## config.mk

```make
export PLATFORM = sky130hd
export DESIGN_NAME = led_matrix_scanner
export DESIGN_NICKNAME = d
export VERILOG_FILES = /design/src/rtl/led_matrix_scanner.sv
export SDC_FILE = /design/constraint.sdc
export NUM_CORES = 1
export LEC_CHECK = 0
export CAP_MARGIN = 30
export CORE_ASPECT_RATIO = 0.75
export CORE_MARGIN = 10
export CORE_UTILIZATION = 30
export DETAILED_ROUTE_END_ITERATION = 10
export PLACE_DENSITY_LB_ADDON = 0.3
export REMOVE_ABC_BUFFERS = 1
export SLEW_MARGIN = 30
export SYNTH_ARGS = -nofsm -noshare
export SYNTH_HDL_FRONTEND = slang
export SYNTH_SLANG_ARGS = --single-unit
```

## constraint.sdc

```tcl
create_clock -name CLK -period 5.5 [get_ports CLK]
set_input_delay 1.1 -clock CLK [delete_from_list [all_inputs] [get_ports CLK]]
set_output_delay 1.1 -clock CLK [all_outputs]
set_load 0.05 [all_outputs]
```

## src/rtl/led_matrix_scanner.sv

```systemverilog
// Double-buffered, multi-plane row-scan driver for multiplexed LED matrices.
// Game logic fills the back bank; the front bank is scanned and swaps only at frame ends.
module led_matrix_scanner #(
    parameter int ROWS   = 8,
    parameter int COLS   = 8,
    parameter int PLANES = 3,
    parameter int DWELL  = 25000,
    parameter int BLANK  = 16,
    localparam int RW = (ROWS > 1) ? $clog2(ROWS) : 1,
    localparam int PW = (PLANES > 1) ? $clog2(PLANES) : 1
) (
    input  logic                     CLK,
    input  logic                     reset,
    input  logic                     wr_en,
    input  logic [PW-1:0]            wr_plane,
    input  logic [RW-1:0]            wr_row,
    input  logic [COLS-1:0]          wr_data,
    input  logic                     swap_req,
    output logic                     swap_ack,
    output logic                     frame_start,
    output logic [RW-1:0]            row_sel,
    output logic                     row_en,
    output logic [PLANES*COLS-1:0]   pix_n
);

    localparam int CW = $clog2(DWELL);
    localparam logic [CW-1:0] CNT_LAST  = CW'(DWELL - 1);
    localparam logic [CW-1:0] CNT_BLANK = CW'(BLANK);
    localparam logic [RW-1:0] ROW_LAST  = RW'(ROWS - 1);

    if (DWELL < 2 || BLANK < 0 || BLANK >= DWELL) begin : g_param_check
        $error("led_matrix_scanner: need DWELL >= 2 and 0 <= BLANK < DWELL");
    end

    typedef enum logic {
        S_BLANK,
        S_DRIVE
    } state_t;

    state_t          state;
    logic [COLS-1:0] bank [2][PLANES][ROWS];
    logic            front;
    logic            swap_pend;
    logic [CW-1:0]   slot_cnt;
    logic [CW-1:0]   cnt_next;
    logic            slot_end;
    logic            frame_end;

    assign slot_end    = (slot_cnt == CNT_LAST);
    assign frame_end   = slot_end && (row_sel == ROW_LAST);
    assign cnt_next    = slot_end ? '0 : slot_cnt + 1'b1;
    assign frame_start = (row_sel == '0) && (slot_cnt == '0);
    assign row_en      = (state == S_DRIVE);

    // The blank/drive state is computed from the next count so row_en is a plain register.
    always_ff @(posedge CLK) begin
        if (reset) begin
            for (int p = 0; p < PLANES; p++) begin
                for (int r = 0; r < ROWS; r++) begin
                    bank[0][p][r] <= '0;
                    bank[1][p][r] <= '0;
                end
            end
            front     <= 1'b0;
            swap_pend <= 1'b0;
            slot_cnt  <= '0;
            row_sel   <= '0;
            swap_ack  <= 1'b0;
            state     <= (BLANK > 0) ? S_BLANK : S_DRIVE;
        end else begin
            slot_cnt <= cnt_next;
            state    <= (cnt_next < CNT_BLANK) ? S_BLANK : S_DRIVE;
            swap_ack <= 1'b0;
            if (slot_end) begin
                row_sel <= (row_sel == ROW_LAST) ? '0 : row_sel + 1'b1;
            end
            if (frame_end && (swap_pend || swap_req)) begin
                front     <= ~front;
                swap_pend <= 1'b0;
                swap_ack  <= 1'b1;
            end else if (swap_req) begin
                swap_pend <= 1'b1;
            end
            // Uses the pre-swap back bank, so a write on the swap edge shows immediately.
            if (wr_en && (32'(wr_plane) < PLANES) && (32'(wr_row) < ROWS)) begin
                bank[~front][wr_plane][wr_row] <= wr_data;
            end
        end
    end

    always_comb begin
        pix_n = '1;
        if (state == S_DRIVE) begin
            for (int p = 0; p < PLANES; p++) begin
                pix_n[p*COLS +: COLS] = ~bank[front][p][row_sel];
            end
        end
    end

endmodule

```

After elaboration in Yosys (flattened, before gate mapping)
Memory sizes are Yosys's and may differ from the RTL's. A register that Yosys moved wholly into a read port is not among the register bits.
Index checks and enable logic that the tools add are counted.
{"block": "op_classes", "n_addsub": 2, "mul": 0, "n_div": 0, "n_lt_le_gt_ge": 7, "eq_ne": 2, "shift": 0, "mux": 28, "bitwise_logic": 7, "reduce_logical": 11}
{"operator": "$mux 192", "count": 3}
{"operator": "$reduce_or 192->1", "count": 1}
{"operator": "$demux 64 s2", "count": 1}
{"operator": "$bmux 8 s3", "count": 3}
{"operator": "$mux 64", "count": 1}
{"operator": "$mux 8", "count": 7}
{"operator": "$demux 8 s3", "count": 1}
{"operator": "$mux 24", "count": 1}
{"operator": "$not 8->8", "count": 3}
{"operator": "$add 15x1->15 const B", "count": 1}
{"operator": "$eq 15x15->1 const B", "count": 1}
{"operator": "$logic_not 15->1", "count": 1}
{"operator": "$lt 15x5->1 const B", "count": 1}
{"operator": "$mux 15", "count": 1}
{"operator": "$mux 1", "count": 9}
{"operator": "$ge 4x4->1 const B", "count": 2}
{"operator": "$not 3->4", "count": 2}
{"operator": "$logic_and 1x1->1", "count": 6}
{"operator": "$lt 4x1->1 const B", "count": 1}
{"operator": "$add 3x1->3 const B", "count": 1}
{"operator": "$eq 3x3->1 const B", "count": 1}
{"operator": "$ge 3x3->1 const B", "count": 1}
{"operator": "$logic_not 3->1", "count": 1}
{"operator": "$lt 3x1->1 const B", "count": 1}
{"operator": "other kinds (6)", "count": 6}
{"block": "totals", "ff_bits": 22, "latchBits": 0, "ram_bits": 384, "rom_bits": 0, "input_bits": 17, "out_inout_bits": 30, "mem_count": 1}
{"name": "bank", "depth": 2, "width": 192, "rd": 1, "rd_ports_with_merged_regs": 1, "write_ports": 2, "line_no": "41", "text": "logic [COLS-1:0] bank [2][PLANES][ROWS];"}

Logic depth before layout (Yosys ltp)
Gate-level depths: netlist of the first run.
{"block": "logic_depth", "word_depth": 10, "ltp_mapped": 8, "mapped_depth_nobuf": 6}

Least setup slack after synthesis of the first run
No wires, ideal clock.
{"block": "synth_timing", "path_kind": "reg2out", "startpoint": "register row_sel[0]", "endpoint": "output pix_n[16]", "arrival_time_ps": 2486, "setup_slack_ps": 1914, "stages_incl_launch_ff": 7, "cell_sequence": "dfxtp_1 clkbuf_1 buf_2 buf_2 mux4_2 mux4_2 nand2_1"}
{"block": "synth_via", "elab_chain_len": 6}
{"item": "start, declared", "line_no": "21", "text": "output logic [RW-1:0] row_sel,"}
{"item": "start signal, assigned", "line_no": "75", "text": "row_sel <= (row_sel == ROW_LAST) ? '0 : row_sel + 1'b1;"}
{"item": "$not 3->4 (implied by the code)", "line_no": "95", "text": "pix_n[p*COLS +: COLS] = ~bank[front][p][row_sel];"}
{"item": "$bmux 8 s3", "line_no": "95"}
{"item": "$mux 8 (implied by the code) (2 in series)", "line_no": "95"}
{"item": "$not 8->8", "line_no": "95"}
{"item": "$mux 24", "line_no": "93", "text": "if (state == S_DRIVE) begin"}
{"item": "end, declared", "line_no": "23", "text": "output logic [PLANES*COLS-1:0] pix_n"}
No other way between the ends. The select of a mux whose other input is x is not followed.

==> metrics.txt, run 1 <==
status completed; EDFF count, synth 384; RSZ-0062 raised after global routing false; Synth Flop Type edfxtp_1; DRC viols 0; maxcap violations 0; sequential area share after synthesis 0.637; share of cells above drive strength 1 0.207; Worst Setup Path Type reg -> out; Final Hold Fails 0; PwrDens 311 nW/um2; H-tree Lvls 2; Critical Path Start Type flip-flop; fin crit period 4.75 ns; number of synthesized register bits 407; TNS Setup 0 ns; clock buffer depth 3; Critical Path AT 3.65 ns; Clock transition at path regs 0.06 ns; Synth Warn # 0; # fillers 5846; row count 79; Starting Density 0.303; synthesized cell area 18800 um2; power share of the sequential group 0.531; Die W 309 um; synthesized instance count 1242; fraction of the mapped netlist area in simple logic gates 0.183; path length in cells of the critical path 5; crit path cell chain buf_12, mux4_2, mux4_2, nand2_1, clkdlybuf4s50_1; largest family of logic cells by synthesized area simple AND/OR/NAND/NOR gates; Worst Hold Depth 1; CTS Buf Count 41; Critical Path Sink Type primary output; hold_buf cts 0; Sw Share 0.214; Clock Latency Late Sink 0.56 ns; VDD IR-drop max 0.000236 V; grt total ovfl 0; first-pass GRT wire length 73100 um; I/O Pins 47; endpoints failing setup 0; starting DRC count in detailed routing 960; Critical Path Most Common Cell mux4_2; layout net count 1293; pin slew with the least headroom to its limit 0.944 ns; slowest CP cell clkdlybuf4s50_1; die height 237 um; clock skew 0.0160 ns; worst r2r path cells 4; logic gate share of total power 0.037; Worst path max stage delay 0.82 ns; largest net degree at the start of global routing 66; fmax 0.211 GHz; GRT Total Usage 0.133; part of the cycle the worst path needs 0.863; required time of the critical path 4.40 ns; gpl congestion 0.763; Buf/Inv on CP 2; initial antenna violation count 1; Synth async-reset ratio 0; vias in the first global route 10.6k; P&R area growth vs syn 14.2%; final max-slew violation count 0; average routed wire per standard cell 22.9 um; mux cell area share after synthesis 0.144; drt pass-1 iters 5; # port buffers 46; clock network fraction of total power 0.432; TritonCTS clock tree done; compound-cell area share of the yosys netlist 0.00399; most frequent cells in the layout 384 x and2_1, 384 x edfxtp_1, 120 x mux4_2; vias per cell 4.85; distinct cell type count after synthesis 41; hpwl dp 30400 um; Post-CTS Setup Inserts 0; DIE AREA 73300 um2; Synth Area in Adders 0.00332; antenna fix cells 0; vias 10.2k; P_sw 1.43 mW; post_cts resized 0; static leakage 7.29 nW; maximum fanout along the worst path 33; Hold WC Path Type reg -> reg; Total Power 6.69 mW; Routed WL 48400 um; syn_area_per_cell 15.2 um2; core area 62100 um2; CP delay by family, top buffers and inverters; Root Buffer clkbuf_16; Max transition margin 0.371; Post-Synth XOR/XNOR Area 0.00698; internal power 5.26 mW; Routed Antenna Nets 0; total clock sinks 407
==> routing by layer <==
| layer | routed length, um | GRT usage | up-vias |
|---|---|---|---|
| met1 | 23000 | 0.196 | 5288 |
| met3 | 3240 | 0.0302 | 59 |
| met2 | 21500 | 0.200 | 297 |
| met4 | 737 | 0.0247 | 0 |
| li1 | - | - | 4596 |
| met5 | 0 | 0 | - |
==> synthesized netlist by cell type, types with 2 or more instances <==
| library cell | number | share of area |
|---|---|---|
| nor3_1 | 8 | 0.0021 |
| buf_2 | 9 | 0.0024 |
| inv_1 | 5 | 0.0010 |
| nand2_1 | 40 | 0.0080 |
| edfxtp_1 | 384 | 0.61 |
| or3_1 | 5 | 0.0017 |
| or3b_2 | 2 | 0.00093 |
| nand3b_1 | 5 | 0.0020 |
| a21oi_1 | 4 | 0.0011 |
| or2_2 | 49 | 0.016 |
| xnor2_1 | 7 | 0.0033 |
| nand4_1 | 6 | 0.0020 |
| buf_1 | 3 | 0.00060 |
| xor2_1 | 8 | 0.0037 |
| clkbuf_1 | 65 | 0.013 |
| nor3b_1 | 2 | 0.00080 |
| nor2b_1 | 2 | 0.00066 |
| dfxtp_1 | 23 | 0.024 |
| buf_6 | 7 | 0.0042 |
| nand3_1 | 7 | 0.0019 |
| and2_1 | 384 | 0.13 |
| ha_1 | 5 | 0.0033 |
| nor2_1 | 75 | 0.015 |
| mux4_2 | 120 | 0.14 |
==> cell families (layout without fill, tap and decap cells) <==
group / Yosys count / after routing
AND/OR/NAND/NOR: 593 / 593
multiplexers: 121 / 121
flip-flops: 407 / 407
adder cells (fa/ha/maj): 5 / 5
XOR/XNOR: 15 / 15
AO/OA/AOI/OAI: 11 / 11
buffers and inverters: 90 / 150
==> cell type report <==
| class | instances | area [um2] | share of cell area |
|---|---|---|---|
| clock inverters | 23 | 241 | 0.0112 |
| repair buffers | 70 | 681 | 0.0316 |
| multi-input cells | 745 | 6430 | 0.299 |
| well taps | 810 | 1010 | 0.0471 |
| inverters | 6 | 25.0 | 0.00116 |
| flip-flops and latches | 407 | 12000 | 0.558 |
| clock buffers | 51 | 1120 | 0.0519 |
==> per-stage QoR <==
step,hold slack (ns),util,instances,instance area (um2),setup slack [ns]
after detailed placement,0.456,0.324,2037,20100,1.20
after CTS,0.466,0.346,2111,21500,0.619
after floorplan,0.430,-,1158,18400,-1.08
after global routing,0.511,0.347,2112,21500,0.532
final,0.461,0.347,2112,21500,0.753
after global placement,0.442,0.324,2036,20100,1.22
==> power groups by stage <==
stage / clock, mW / combinational (mW) / sequential (mW)
after floorplan: 0 / 0.122 / 3.59
after global placement: 0 / 0.246 / 3.61
after detailed placement: 0 / 0.253 / 3.61
after CTS: 2.94 / 0.253 / 3.55
after global routing: 3.08 / 0.267 / 3.56
final: 2.89 / 0.247 / 3.55
==> registers in the layout (all words and copies together) (netlist names), named ones only <==
register,cells
swap_ack,1
slot_cnt,15
swap_pend,1
front,1
row_sel,3
row_en,1
bank,384
==> path summary, 6_finish.rpt <==
path,from,end,slack [ns]
min reg2reg,slot_cnt[0],slot_cnt[0],0.46
max reg2reg,front,bank[1][77],3.20
max,flip-flop,pix_n[1],0.75
min,slot_cnt[0],slot_cnt[0],0.46
(Power assumes the default switching activity.)
==> inputs of run 2 (changes only) <==
--- a/config.mk
+++ b/config.mk
@@ -5,6 +5,7 @@
 export SDC_FILE = /design/constraint.sdc
 export NUM_CORES = 1
 export LEC_CHECK = 0
+export ABC_CLOCK_PERIOD_IN_PS = 5500
 export CAP_MARGIN = 30
 export CORE_ASPECT_RATIO = 0.75
 export CORE_MARGIN = 10
==> results of run 2 <==
The final DEF is identical to that of run 1; final timing and power are the same.
==> inputs of run 3 (changes only) <==
--- a/config.mk
+++ b/config.mk
@@ -5,7 +5,7 @@
 export SDC_FILE = /design/constraint.sdc
 export NUM_CORES = 1
 export LEC_CHECK = 0
-export ABC_CLOCK_PERIOD_IN_PS = 5500
+export ABC_CLOCK_PERIOD_IN_PS = 5050
 export CAP_MARGIN = 30
 export CORE_ASPECT_RATIO = 0.75
 export CORE_MARGIN = 10
@@ -13,6 +13,7 @@
 export DETAILED_ROUTE_END_ITERATION = 10
 export PLACE_DENSITY_LB_ADDON = 0.3
 export REMOVE_ABC_BUFFERS = 1
+export SETUP_SLACK_MARGIN = 0.3
 export SLEW_MARGIN = 30
 export SYNTH_ARGS = -nofsm -noshare
 export SYNTH_HDL_FRONTEND = slang
==> constraint.sdc (replaced) <==
create_clock -name CLK -period 5.05 [get_ports CLK]
set_input_delay 1.01 -clock CLK [delete_from_list [all_inputs] [get_ports CLK]]
set_output_delay 1.01 -clock CLK [all_outputs]
set_load 0.05 [all_outputs]
==> run 3 against run 2 <==
Compared with the run above:
- highest routed layer unchanged
- via count up 1.4%
- critical path type unchanged
- sequential share of layout area about the same
- non-clock buffer count up 9
==> metrics.txt, run 3 (synthesized netlist as in run 1, its figures left out) <==
Design Area, Final 21500 um2 (about the same); P&R area growth vs syn 14.2% (about the same); most flop-heavy register bank (unchanged); initial antenna violation count 2 (was 1); P_sw 1.56 mW (was 1.43 mW); Final Hold Fails 0 (unchanged); Critical Path AT 3.64 ns (was 3.65 ns); share of cells above drive strength 1 0.211 (was 0.207); Critical Path Most Common Cell mux4_2 (unchanged); Critical Path Sink Type primary output (unchanged); Worst Setup Path Type reg -> out (unchanged); final max-slew violation count 0 (unchanged); # fillers 5964 (was 5846); CP delay by family, top buffers and inverters (unchanged); drt pass-1 iters 5 (unchanged); logic gate share of total power 0.038 (was 0.037); H-tree Lvls 2 (unchanged); row count 79 (unchanged); core area 62100 um2 (unchanged); clock buffer depth 3 (unchanged); worst r2r path cells 3 (was 4); TNS Setup 0 ns (unchanged); slowest CP cell dfxtp_4 (was clkdlybuf4s50_1); FF-to-FF End bank[0][51] (was bank[1][77]); vias per cell 4.89 (was 4.85); Placement Cell Area 20200 um2 (was 20100 um2); grt met1 use 0.192 (was 0.196); vias 10.4k (was 10.2k); starting DRC count in detailed routing 1007 (was 960); Clock transition at path regs 0.06 ns (about the same); part of the cycle the worst path needs 0.921; RSZ-0062 raised after global routing false (unchanged); Buf/Inv on CP 2 (unchanged); fin crit period 4.65 ns; reg2reg start front (unchanged); maximum fanout along the worst path 53 (was 33); average routed wire per standard cell 22.8 um (was 22.9 um); DIE AREA 73300 um2 (unchanged); reg-to-reg slack, setup 2.79 ns (was 3.20 ns); maxcap violations 0 (unchanged); hpwl dp 30600 um (was 30400 um); Routed Antenna Nets 0 (unchanged); DRC viols 0 (unchanged); I/O Pins 47 (unchanged); GRT Total Usage 0.130 (was 0.133); # port buffers 46 (unchanged); max FFs per register 384 (unchanged); Clock Latency Late Sink 0.56 ns (about the same); crit path cell chain buf_12, mux4_2, mux4_2, nand2_1, clkdlybuf4s50_1 (unchanged); grt peak-use layer met2 (unchanged); VDD IR-drop max 0.000226 V (was 0.000236 V); top flop regs bank x384, slot_cnt x15, row_sel x3 (unchanged); met3 Usage GRT 0.0237 (was 0.0302); status completed (unchanged); vias in the first global route 10.4k (was 10.6k); grt total ovfl 0 (unchanged); endpoints failing setup 0 (unchanged); CTS Buf Count 41 (unchanged); Total Power 7.16 mW (was 6.69 mW); fmax 0.215 GHz; Max transition margin 0.384 (was 0.371); Hold WC Path Type reg -> reg (unchanged); static leakage 7.31 nW (was 7.29 nW); met2 Use GR 0.198 (was 0.200); first-pass GRT wire length 71400 um (was 73100 um); hold_buf cts 0 (unchanged); layout net count 1302 (was 1293); Die W 309 um (unchanged); PwrDens 333 nW/um2 (was 311 nW/um2); total clock sinks 407 (unchanged); hold path endpoint slot_cnt[0] (unchanged); largest net degree at the start of global routing 65 (was 66); Critical Path Start Type flip-flop (unchanged); clock skew 0.0299 ns (was 0.0160 ns); most frequent cells in the layout 384 x and2_1, 384 x edfxtp_1, 120 x mux4_2 (unchanged); gpl congestion 0.775 (was 0.763); Routed WL 48300 um (was 48400 um); Post-CTS Setup Inserts 0 (unchanged); die height 237 um (unchanged); Worst path max stage delay 0.90 ns (was 0.82 ns); clock network fraction of total power 0.422 (was 0.432); Root Buffer clkbuf_16 (unchanged); required time of the critical path 4.04 ns (was 4.40 ns); Worst Hold Depth 1 (unchanged); TritonCTS clock tree done (unchanged); hold wc startpoint slot_cnt[0] (unchanged); pin slew with the least headroom to its limit 0.925 ns (was 0.944 ns); internal power 5.59 mW (was 5.26 mW); post_cts resized 0 (unchanged); Starting Density 0.303 (unchanged); power share of the sequential group 0.540 (was 0.531); Sw Share 0.218 (was 0.214)
==> run 3: routing by layer <==
metal	up-vias	share of wire
li1	4602	-
met1	5448	0.48
met2	286	0.45
met3	44	0.056
met4	0	0.013
met5	-	0
==> run 3: stage by stage <==
stage	setup slack, ns	hold slack [ns]	utilization	std cells
final	0.398	0.459	0.346	2123
after global routing	0.301	0.505	0.346	2121
after CTS	0.351	0.466	0.346	2120
after detailed placement	0.951	0.454	0.325	2046
after global placement	0.983	0.438	0.324	2045
after floorplan	-1.44	0.430	-	1158
==> run 3: cell type report <==
| type | count | area, um2 | area share |
|---|---|---|---|
| flip-flops and latches | 407 | 12000 | 0.558 |
| clock buffers | 53 | 1090 | 0.0507 |
| repair buffers | 79 | 733 | 0.0341 |
| diodes | 2 | 5.00 | 0.000233 |
| well taps | 810 | 1010 | 0.0471 |
| inverters | 6 | 22.5 | 0.00105 |
| multi-input cells | 745 | 6430 | 0.299 |
| clock inverters | 21 | 208 | 0.00966 |
==> run 3: worst max-delay path by stage <==
stage	from	cells past startpoint	end	slack (ns)
final	row_sel[0]	5	pix_n[11]	0.40
after global routing	row_sel[0]	5	pix_n[21]	0.30
after CTS	row_sel[0]	5	pix_n[20]	0.35
after detailed placement	row_sel[0]	5	pix_n[20]	0.95
after global placement	row_sel[0]	5	pix_n[10]	0.98
after floorplan	flip-flop	3	pix_n[0]	-1.44
==> run 3: power groups by stage <==
stage               combinational, mW  clock [mW]  sequential (mW)
finish                          0.273        3.02             3.87
global route                    0.293        3.19             3.88
CTS                             0.277        3.07             3.87
detailed placement              0.276           0             3.94
global placement                0.269           0             3.94
floorplan                       0.133           0             3.91
==> run 3: worst register-to-register path, stage by stage, from the launching register on <==
cell and delay [ns]:
dfxtp_1 0.40, nand3_1 0.39, nor2_1 0.75, or2_2 0.42
